### config.mk
export PLATFORM = sky130hd
export DESIGN_NAME = if_fetch_unit
export DESIGN_NICKNAME = d
export VERILOG_FILES = /design/src/rtl/if_fetch_unit.sv
export SDC_FILE = /design/constraint.sdc
export NUM_CORES = 1
export LEC_CHECK = 0
export BUFFER_PORTS_ARGS = -buffer_cell sky130_fd_sc_hd__buf_2
export CAP_MARGIN = 20
export CORE_AREA = 2 2 148 150
export CTS_CLUSTER_SIZE = 40
export DETAILED_ROUTE_END_ITERATION = 10
export DIE_AREA = 0 0 150 152
export GPL_TIMING_DRIVEN = 0
export MAX_ROUTING_LAYER = met4
export PLACE_DENSITY = 0.75
export SLEW_MARGIN = 10
export SYNTH_ARGS = -nofsm -noshare
export SYNTH_HDL_FRONTEND = slang
export SYNTH_SLANG_ARGS = --single-unit
### constraint.sdc
create_clock -name clk -period 3.5 [get_ports clk]
set_input_delay 0.525 -clock clk [delete_from_list [all_inputs] [get_ports clk]]
set_output_delay 0.525 -clock clk [all_outputs]
set_load 0.05 [all_outputs]
### src/rtl/if_fetch_unit.sv
// Instruction-fetch front end: block-aligned Icache requests, PC/epoch
// tracking FIFO, stale-response filtering and masked block delivery.
module if_fetch_unit #(
  parameter logic [31:0] RESET_PC        = 32'h0,
  parameter int          FETCH_WIDTH     = 2,
  parameter int          MAX_OUTSTANDING = 4
) (
  input  logic                              clk,
  input  logic                              rst,
  input  logic                              fc_stall_flag_i,
  input  logic                              fc_jump_flag_i,
  input  logic [31:0]                       fc_jump_pc_i,
  output logic                              if_req_valid_o,
  output logic [31:0]                       if_req_pc_o,
  input  logic                              ic_req_ready_i,
  input  logic                              ic_rsp_valid_i,
  input  logic [32*FETCH_WIDTH-1:0]         ic_rsp_data_i,
  output logic                              if_inst_valid_o,
  output logic [31:0]                       if_inst_pc_o,
  output logic [32*FETCH_WIDTH-1:0]         if_inst_data_o,
  output logic [FETCH_WIDTH-1:0]            if_inst_mask_o,
  output logic [$clog2(MAX_OUTSTANDING):0]  if_outstanding_o
);

  localparam int BS = 4 * FETCH_WIDTH;
  localparam int AW = $clog2(MAX_OUTSTANDING);
  localparam int CW = AW + 1;
  localparam int FW = FETCH_WIDTH;
  localparam logic [31:0]   BMASK = ~(32'(BS) - 32'd1);
  localparam logic [CW-1:0] MAXC  = CW'(MAX_OUTSTANDING);

  typedef enum logic [1:0] {START, RUN, HOLD} state_t;

  // Slots below the entry word of a partial block are invalid.
  function automatic logic [FW-1:0] first_mask(input logic [31:0] pc);
    logic [FW-1:0] m;
    logic [31:0]   off;
    off = (pc >> 2) & 32'(FW - 1);
    for (int i = 0; i < FW; i++)
      m[i] = (32'(i) >= off);
    return m;
  endfunction

  state_t        state;
  logic          req_valid;
  logic          fresh;
  logic          epoch;
  logic [31:0]   req_pc;
  logic [FW-1:0] req_mask;
  logic [CW-1:0] count;
  logic [AW-1:0] wr_ptr;
  logic [AW-1:0] rd_ptr;

  logic [31:0]   fifo_pc   [MAX_OUTSTANDING];
  logic [FW-1:0] fifo_mask [MAX_OUTSTANDING];
  logic          fifo_ep   [MAX_OUTSTANDING];

  logic          jump;
  logic          accept;
  logic          push;
  logic          pop;
  logic          hit;
  logic          issue;
  logic [CW-1:0] cnt_nxt;

  assign jump    = fc_jump_flag_i & (state != START);
  assign accept  = req_valid & ic_req_ready_i;
  assign pop     = ic_rsp_valid_i & (count != '0);
  assign push    = accept & ((count != MAXC) | pop);
  assign cnt_nxt = count + CW'(push) - CW'(pop);
  assign hit     = pop & (fifo_ep[rd_ptr] == epoch) & ~jump;
  assign issue   = (state != START) & ~fc_stall_flag_i
                 & (~req_valid | accept) & (cnt_nxt < MAXC);

  always_ff @(posedge clk) begin
    if (push) begin
      fifo_pc[wr_ptr]   <= req_pc;
      fifo_mask[wr_ptr] <= req_mask;
      fifo_ep[wr_ptr]   <= epoch;
    end
  end

  always_ff @(posedge clk) begin
    if (rst) begin
      state           <= START;
      req_valid       <= 1'b0;
      req_pc          <= RESET_PC & BMASK;
      req_mask        <= first_mask(RESET_PC);
      fresh           <= 1'b1;
      epoch           <= 1'b0;
      count           <= '0;
      wr_ptr          <= '0;
      rd_ptr          <= '0;
      if_inst_valid_o <= 1'b0;
      if_inst_pc_o    <= '0;
      if_inst_data_o  <= '0;
      if_inst_mask_o  <= '0;
    end else begin
      count <= cnt_nxt;
      if (push) wr_ptr <= wr_ptr + 1'b1;
      if (pop)  rd_ptr <= rd_ptr + 1'b1;

      if_inst_valid_o <= hit;
      if (hit) begin
        if_inst_pc_o   <= fifo_pc[rd_ptr];
        if_inst_data_o <= ic_rsp_data_i;
        if_inst_mask_o <= fifo_mask[rd_ptr];
      end

      unique case (state)
        START:     state <= RUN;
        RUN, HOLD: state <= fc_stall_flag_i ? HOLD : RUN;
        default:   state <= START;
      endcase

      if (jump) begin
        epoch     <= ~epoch;
        req_valid <= 1'b1;
        req_pc    <= fc_jump_pc_i & BMASK;
        req_mask  <= first_mask(fc_jump_pc_i);
        fresh     <= 1'b0;
      end else if (issue) begin
        req_valid <= 1'b1;
        fresh     <= 1'b0;
        // A fresh address has not been issued yet, so it is sent as is.
        if (!fresh) begin
          req_pc   <= req_pc + 32'(BS);
          req_mask <= '1;
        end
      end else if (accept) begin
        req_valid <= 1'b0;
      end
    end
  end

  assign if_req_valid_o   = req_valid;
  assign if_req_pc_o      = req_pc;
  assign if_outstanding_o = count;

endmodule

# Word level (Yosys, flattened, before mapping)
# Memory sizes are Yosys's and may differ from the RTL's. A register that Yosys moved wholly into a read port is not among the register bits.
# Index checks and enable logic that the tools add are counted.
# word_totals
register_bits,111
wordCells,70
input_bits,102
output_inout_bits,135
mem_count,3
mem_bits_rw,140
# memory_table
memory,words,width,read_ports,rd_ports_with_merged_regs,write_ports,line_no,text
fifo_pc,4,32,1,1,1,54,logic [31:0] fifo_pc [MAX_OUTSTANDING];
fifo_mask,4,2,1,1,1,55,logic [FW-1:0] fifo_mask [MAX_OUTSTANDING];
fifo_ep,4,1,1,1,1,56,logic fifo_ep [MAX_OUTSTANDING];
# classes
addsub,5
order_cmp,3
n_reduce_logical,9
n_mux,17
n_eq_ne,5
n_bitwise,16
# op_table
operator,n
32-bit 2-to-1 mux,3
"32-bit by 4-bit adder with 32-bit output, second input constant",1
2-bit 2-to-1 mux,6
1-bit bitwise AND,9
1-bit 2-to-1 mux,7
3-bit nonzero test,2
1-bit NOT,5
"2-bit by 1-bit adder with 2-bit output, second input constant",2
2-bit case mux with 2 select lines,1
2-bit AND reduction,2
2-bit nonzero test,2
2-bit OR reduction,2
3-bit by 1-bit adder with 3-bit output,1
"3-bit less-than comparator, second input constant",1
"3-bit inequality test, second input constant",1
3-bit by 1-bit subtractor with 3-bit output,1
"2-bit by 1-bit equality test with 1-bit output, second input constant",1
"2-bit equality test, second input constant",1
"1-bit greater-or-equal comparator, first input constant",2
2-bit logical NOT,1
"2-bit by 1-bit inequality test with 1-bit output, second input constant",1
1-bit bitwise OR,2
1-bit equality test,1

# Logic depth before layout (Yosys ltp)
# Gate-level depths: netlist (run 1).
# depth
depth_word,10
mapped_depth,13

# Worst setup path before layout (run 1)
# OpenSTA, ideal clock, no wires.
# synth_timing
kind,register to register
start,"register count[1], in the netlist if_outstanding_o[1]"
end,"register req_pc[31], in the netlist if_req_pc_o[31]"
path_buffers,0
path_slack_ns,-0.137
path_stages_with_launch,13
arrival_ns,3.546
cell_sequence,dfxtp_1 nor4b_1 nor2_1 inv_1 ha_1 inv_1 ha_1 fa_1 xnor3_2 nor4_4 nand3_1 or4_1 a311oi_1
# synth_between
elab_chain_len,10
elab_cells_between_ends,11
classes_between,2 x add/sub; 1 x order compare; 1 x eq/ne; 4 x bitwise; 3 x reduce/logical
# synth_lines
element,line_no,text
"start, declared",50,logic [CW-1:0] count;
"start signal, assigned",99,count <= cnt_nxt;
3-bit nonzero test,68,assign pop = ic_rsp_valid_i & (count != '0);
1-bit bitwise AND,68,
1-bit bitwise OR,69,assign push = accept & ((count != MAXC) | pop);
1-bit bitwise AND,69,
3-bit by 1-bit adder with 3-bit output,70,assign cnt_nxt = count + CW'(push) - CW'(pop);
3-bit by 1-bit subtractor with 3-bit output *,70,
3-bit less-than comparator *,73,& (~req_valid | accept) & (cnt_nxt < MAXC);
1-bit bitwise AND *,73,
2-bit nonzero test (no source line) *,n/a,
2-bit AND reduction (no source line) *,n/a,
"end signal, assigned",87,req_pc <= RESET_PC & BMASK;
"end signal, assigned",119,req_pc <= fc_jump_pc_i & BMASK;
"end signal, assigned",127,req_pc <= req_pc + 32'(BS);
"end, declared",48,logic [31:0] req_pc;
# Every way passes the cells marked *; elsewhere a longest branch is shown, timed or not.
# A chain may end at the register's enable or synchronous reset.

# Worst setup path after layout (run 1)
# layout_timing
start,"register count[2], in the netlist if_outstanding_o[2]"
end,"register req_pc[22], in the netlist if_req_pc_o[22]"
# The elaborated chain is that of the path after synthesis.

==> impl_metrics.csv, run 1 <==
group,metric,value,unit
power_and_ir_drop,pwr_density_cell,720,nW/um2
global_route,track_usage,22.6,%
power_and_ir_drop,cellLeakagePower,4.78,nW
clock_network,cts_tree,"yes",
yosys,syn_area,10000,um2
yosys,ys.flop_type,"dfxtp_1",
timing,finalCritPeriodShare,95.6,%
route,route.detailed.drc,0,
die,core-area,21400,um2
global_route,grt_pass1_wl,38.9,mm
timing,fmax,299,MHz
timing,period_needed,3.35,ns
flow_run,cap_violations,0,
worst_setup_path,required,3.93,ns
placed_design,gp_congestion,0.882,
status,status,"finished, final reports clean",
power_and_ir_drop,irDropWorstVdd,0.000364,V
timing,whs,0.235,ns
worst_setup_path,worstPathMaxFanout,6,
clock_network,cts.sinks,264,
placed_design,port_buffers,227,
yosys,yosysWarningCount,0,
yosys,synth_top_area_share,37.1,%
clock_network,clk_pin_slew,0.07,ns
worst_setup_path,cp-end-kind,"register",
yosys,muxShareOfSynthArea,7.16,%
die,num_rows,54,
yosys,synthDistinctLibCells,42,
route,drtIter0Drc,449,
yosys,synth_compound_area_share,8.00,%
timing,tightest_slew,0.871,ns
global_route,grt_max_degree,32,
die,die_area,22800,um2
global_route,antenna_found_initial,0,
die,die_h,152,um
timing,fin_skew,0.0119,ns
power_and_ir_drop,fin_total_pwr,9.04,mW
worst_hold_path,min_path_type,"primary input to register",
route,drt-pass1-iter-count,5,
yosys,async_reset_ff_share,0,%
timing,relSlewSlack,41.9,%
route,vias_per_cell,5.23,
clock_network,cts_root_buf,"clkbuf_16",
clock_network,clk_latency,0.52,ns
worst_setup_path,worst_ep_arrival_time,3.78,ns
worst_setup_path,path_cells,"nor4b_2 -> nor2_2 -> inv_1 -> ha_1 -> inv_1 -> ha_1 -> fa_1 -> xnor3_2 -> nor4_4 -> nand3_4 -> or4_1 -> a311oi_1",
timing,hold_viol_final,0,
yosys,synth_area_leader_cell,"edfxtp_1",
yosys,netlist_top_cells_area,"edfxtp_1 (37%), dfxtp_1 (28%), nand2_1 (7.6%)",
yosys,seq_area_frac_synth,65.1,%
yosys,synth_edf_count,124,
worst_setup_path,critPathLaunchType,"register",
finish,final_layout_size_suffix_gt1_share,29.1,%
yosys,synthAdderAreaFrac,1.32,%
clock_network,numCtsBuffers,27,
yosys,yosys.area_share.simple,13.3,%
global_route,overflow,0,
finish,area_delta_synth_final,25.1,%
route,antenna_left,0,
timing,finalMaxSlewViolations,0,
finish,n_antenna_cell,0,
yosys,syn_inst,849,
route,drt-total-wl,25.4,mm
worst_setup_path,setup.worst_path.class,"register to register",
yosys,synth_xor_area_share,2.16,%
global_route,grt_pass1_vias,7016,
die,initial_core_util,47.0,%
yosys,synth_top_family_by_area,"simple AND/OR/NAND/NOR gates",
placed_design,hpwl,17.9,mm
worst_setup_path,crit_slowest_cell,"or4_1",
finish,final_cells,1417,
finish,fin_nets,1229,
timing,setup_violations,0,
yosys,postSynthAreaPerCell,11.8,um2
route,vias,7414,
route,routedWlPerCell,17.9,um
yosys,ys_seq_elements,264,
placed_design,placedCellCount,1362,
clock_network,h-tree-depth,1,
worst_setup_path,max_stage_delay,0.54,ns
die,ios,237,
clock_network,clockBufferDepth,3,
die,die_x,150,um
[path summary, 6_finish.rpt]
check	startpoint	to	slack (ns)	cells past startpoint
max	if_outstanding_o[2]	if_req_pc_o[22]	0.15	12
min	ic_rsp_data_i[50]	if_inst_data_o[50]	0.23	3
max reg2reg	if_outstanding_o[2]	if_req_pc_o[22]	0.15	12
min reg2reg	if_inst_pc_o[13]	if_inst_pc_o[13]	0.45	2
[critical path: cells and delay by family, from the launching register on]
kind | cells | cell delay (ns)
AND/OR/NAND/NOR | 5 | 1.42
adder cells (fa/ha/maj) | 3 | 0.82
flip-flops | 1 | 0.34
XOR/XNOR | 1 | 0.31
AO/OA/AOI/OAI | 1 | 0.27
buffers and inverters | 2 | 0.10
[metrics by stage]
step                setup WS [ns]  setup TNS (ns)  cell area (um2)  util, %
finish                      0.154               0            12500     58.8
global route              -0.0102         -0.0102            12500     58.8
CTS                       0.00481               0            12500     58.5
detailed placement         -0.568           -7.78            11600     54.2
global placement           -0.482           -6.26            11500     54.1
floorplan                  0.0637               0            10100        -
[flip-flops by register name (all words and copies together) (netlist names), named ones only]
| name | flops |
|---|---|
| state | 2 |
| epoch | 1 |
| wr_ptr | 2 |
| if_inst_mask_o | 2 |
| if_inst_valid_o | 1 |
| fifo_mask | 4 |
| fifo_ep | 4 |
| if_req_pc_o | 29 |
| if_outstanding_o | 3 |
| rd_ptr | 2 |
| fresh | 1 |
| req_mask | 1 |
| if_inst_data_o | 64 |
| if_inst_pc_o | 29 |
| if_req_valid_o | 1 |
| fifo_pc | 116 |
[final cells by class]
type	instances	area (um2)
multi-input cells	518	3250
well taps	280	350
plain buffers	58	241
clock buffers	35	736
clock inverters	14	185
inverters	14	52.6
fillers	1734	8800
repair buffers	234	1200
flip-flops and latches	264	6530
[placed cells by master, fill, tap and decap left out, types with 7 or more instances in the layout]
| cell type | instances |
|---|---|
| buf_2 | 228 |
| buf_4 | 12 |
| xnor2_1 | 7 |
| or3_1 | 8 |
| a311oi_1 | 8 |
| dfxtp_1 | 136 |
| xor2_1 | 15 |
| a211oi_1 | 18 |
| nor2_1 | 41 |
| mux4_2 | 31 |
| inv_1 | 14 |
| clkbuf_1 | 52 |
| nand2_1 | 202 |
| ha_1 | 9 |
| nand3_1 | 9 |
| a21oi_1 | 96 |
| o21ai_0 | 7 |
| nand4_1 | 12 |
| clkbuf_16 | 27 |
| edfxtp_1 | 124 |
[layer usage]
| layer | share of wire [%] | vias up | track usage, % |
|---|---|---|---|
| met5 | 0 | - | - |
| met2 | 49 | 320 | 37.1 |
| met4 | 2.9 | 0 | 7.01 |
| li1 | - | 3539 | - |
| met3 | 7.4 | 49 | 3.03 |
| met1 | 41 | 3506 | 29.2 |
[cells by family after synthesis]
kind of cell	after synthesis
AO/OA/AOI/OAI	140
XOR/XNOR	23
adder cells (fa/ha/maj)	10
buffers and inverters	72
flip-flops	264
multiplexers	33
other	1
AND/OR/NAND/NOR	306
[power by group]
| group | internal [mW] | switching [mW] | leakage (nW) |
|---|---|---|---|
| Clock | 1.78 | 1.17 | 0.451 |
| Sequential | 3.54 | 0.217 | 2.28 |
| Combinational | 0.722 | 1.60 | 2.04 |
| Total | 6.04 | 3.00 | 4.78 |
[repair_timing]
action                     4_1_cts  5_1_grt
hold buffers                     0        0
buffers inserted                 0        6
setup endpoints to repair       18       16
resized for setup                2        1
pin swaps                        2        4
[synthesized netlist by cell type, types with 6 or more instances]
library cell	instances
or3_1	8
buf_4	6
nand3_1	10
clkbuf_1	47
inv_1	14
a21oi_1	96
xor2_1	15
nand4_1	12
xnor2_1	7
a311oi_1	8
a211oi_1	18
o21ai_0	7
mux4_2	31
nand2_1	202
ha_1	9
dfxtp_1	140
nor2_1	42
edfxtp_1	124
(Power assumes the default switching activity.)
==> run 2, diff against run 1 <==
--- a/config.mk
+++ b/config.mk
@@ -15,4 +15,6 @@
 export MAX_ROUTING_LAYER = met4
 export PLACE_DENSITY = 0.75
+export RECOVER_POWER = 100
+export SKIP_CTS_REPAIR_TIMING = 1
 export SLEW_MARGIN = 10
 export SYNTH_ARGS = -nofsm -noshare
==> constraint.sdc (replaced) <==
create_clock -name clk -period 3.5 [get_ports clk]
set_input_delay 0.35 -clock clk [delete_from_list [all_inputs] [get_ports clk]]
set_output_delay 0.35 -clock clk [all_outputs]
set_load 0.05 [all_outputs]
==> run 2 against run 1 <==
  * The run now ends with max-capacitance violations, max-slew violations left
  * Critical path depth stayed put
  * Register-to-register slack better by 0.06 ns
  * Clock power hardly changed
==> impl_metrics.csv, run 2 (synthesized netlist as in run 1, its figures left out) <==
group,metric,value,unit
power_and_ir_drop,fin_total_pwr,8.96,mW
global_route,overflow,0,
route,drtIter0Drc,480,
worst_setup_path,crit_cells,12,
power_and_ir_drop,internal_power,5.96,mW
die,ios,237,
global_route,grt_pass1_vias,7034,
power_and_ir_drop,pwr-share-comb,24.9,%
finish,top_regs,"fifo_pc: 116 flops, if_inst_data_o: 64 flops",
timing,relSlewSlack,-51.9,%
worst_setup_path,crit_slowest_cell,"or4_1",
worst_setup_path,regToRegSetupSlack,0.21,ns
worst_setup_path,max_stage_delay,0.55,ns
die,initial_core_util,47.0,%
worst_setup_path,critical_path.top_delay_family,"simple AND/OR/NAND/NOR gates",
finish,layout_common_cells,"nand2_1 (202), clkbuf_1 (183), dfxtp_1 (137), edfxtp_1 (124), buf_2 (99)",
route,routedWlPerCell,18.1,um
route,drt-pass1-iter-count,5,
clock_network,clk_latency,0.52,ns
finish,n_antenna_cell,0,
global_route,track_usage,22.5,%
worst_setup_path,r2r_cells,12,
placed_design,gp_congestion,0.882,
worst_hold_path,min_path_type,"primary input to register",
worst_setup_path,path_buf_inv,2,
finish,final_layout_size_suffix_gt1_share,16.8,%
timing,finalMaxSlewViolations,126,
global_route,antenna_found_initial,0,
worst_setup_path,worst_ep_arrival_time,3.72,ns
timing,hold_viol_final,0,
worst_setup_path,reg2reg_from,"if_outstanding_o[2]",
power_and_ir_drop,cellLeakagePower,4.20,nW
clock_network,cts_root_buf,"clkbuf_16",
worst_setup_path,setup.worst_path.class,"register to register",
power_and_ir_drop,p_sw,3.00,mW
finish,mostFrequentLayoutCell,"nand2_1",
worst_setup_path,cp-end-kind,"register",
finish,area_delta_synth_final,22.9,%
finish,fillers,1802,
power_and_ir_drop,clkPwrFrac,33.0,%
die,num_rows,54,
clock_network,clk_pin_slew,0.06,ns
timing,whs,0.0598,ns
timing,finalCritPeriodShare,94.0,%
route,antenna_left,0,
clock_network,cts_tree,"yes",
clock_network,h-tree-depth,1,
worst_setup_path,required,3.93,ns
worst_setup_path,worstSetupStartpoint,"if_outstanding_o[2]",
route,drt-total-wl,25.6,mm
finish,top_register,"fifo_pc",
timing,fin_setup_tns,0,ns
clock_network,clockBufferDepth,3,
status,status,"finished with violations",
route,route.detailed.drc,0,
flow_run,cap_violations,4,
die,core-area,21400,um2
placed_design,port_buffers,227,
status,failed_checks,"max-capacitance violations, max-slew violations",
timing,fmax,304,MHz
timing,setup_violations,0,
die,die_area,22800,um2
route,vias_per_cell,5.23,
global_route,grt_pass1_wl,38.8,mm
timing,period_needed,3.29,ns
global_route,grt_max_degree,32,
worst_setup_path,critPathLaunchType,"register",
clock_network,cts.sinks,264,
worst_setup_path,worstPathMaxFanout,8,
worst_setup_path,crit_end,"if_req_pc_o[22]",
route,vias,7392,
die,die_x,150,um
timing,fin_skew,0.0104,ns
worst_setup_path,path_cells,"nor4b_2 -> nor2_2 -> inv_1 -> ha_1 -> inv_1 -> ha_1 -> fa_1 -> xnor3_2 -> nor4_4 -> nand3_4 -> or4_1 -> a311oi_1",
timing,rsz0062_at_grt,"no",
power_and_ir_drop,power_frac_seq,42.0,%
finish,largest_reg_flops,116,
worst_setup_path,reg2reg_to,"if_req_pc_o[22]",
clock_network,numCtsBuffers,27,
power_and_ir_drop,sw_frac_of_total,33.5,%
power_and_ir_drop,pwr_density_cell,727,nW/um2
die,die_h,152,um
power_and_ir_drop,irDropWorstVdd,0.000396,V
placed_design,hpwl,17.9,mm
finish,fin_nets,1226,
timing,tightest_slew,2.28,ns
[run 2: cell types whose count changed in the layout (fill, tap and decap cells not counted), sizes merged]
cell    change
buf       -134
clkbuf    +131
[run 2: layout make-up]
type                            instances  area [um2]  area share (%)
Sequential cell                       264        6530            53.0
Inverter                               14        52.6           0.426
Buffer                                 58         241            1.96
Clock inverter                         14         185            1.50
Multi-Input combinational cell        518        3240            26.3
Tap cell                              280         350            2.84
Timing Repair Buffer                  231         997            8.09
Clock buffer                           35         736            5.97
[run 2: worst min-delay path by stage]
stage,start,endpoint,slack (ns),cells past startpoint
6_report,ic_rsp_data_i[50],if_inst_data_o[50],0.06,3
5_1_grt,ic_rsp_data_i[42],if_inst_data_o[42],0.06,3
4_1_cts,fc_stall_flag_i,state[1],0.05,3
3_5_place_dp,if_inst_data_o[52],if_inst_data_o[52],0.44,2
3_3_place_gp,if_inst_data_o[54],if_inst_data_o[54],0.44,2
2_1_floorplan,req_mask[0],fifo_mask[0][0],0.46,0
[run 2: per-stage QoR]
step                      cells  utilization (%)  worst slack, ns  cell area [um2]
after floorplan             854                -           0.0637            10100
after global placement     1361             54.1           -0.307            11500
after detailed placement   1362             54.2           -0.393            11600
after CTS                  1411             58.5           -0.320            12500
after global routing       1414             57.8           0.0333            12300
final                      1414             57.8            0.209            12300
[run 2: power by group through the flow]
stage                     clock [mW]  sequential (mW)  combinational (mW)
after CTS                       2.99             3.75                2.31
after global routing            3.12             3.80                2.40
after floorplan                    0             4.51               0.977
final                           2.96             3.77                2.23
after global placement             0             3.80                2.27
after detailed placement           0             3.82                2.30
[run 2: worst min-delay path: cells and delay by family]
family,cells,cell delay [ns]
AO/OA/AOI/OAI,1,0.05
AND/OR/NAND/NOR,1,0.04
buffers and inverters,1,0.09
[run 2: layer usage]
layer | up-vias | track usage, % | share of wire, %
met4 | 0 | 7.14 | 2.9
met1 | 3520 | 29.1 | 42
met3 | 50 | 3.06 | 6.8
met5 | - | - | 0
li1 | 3533 | - | -
met2 | 289 | 37.0 | 48
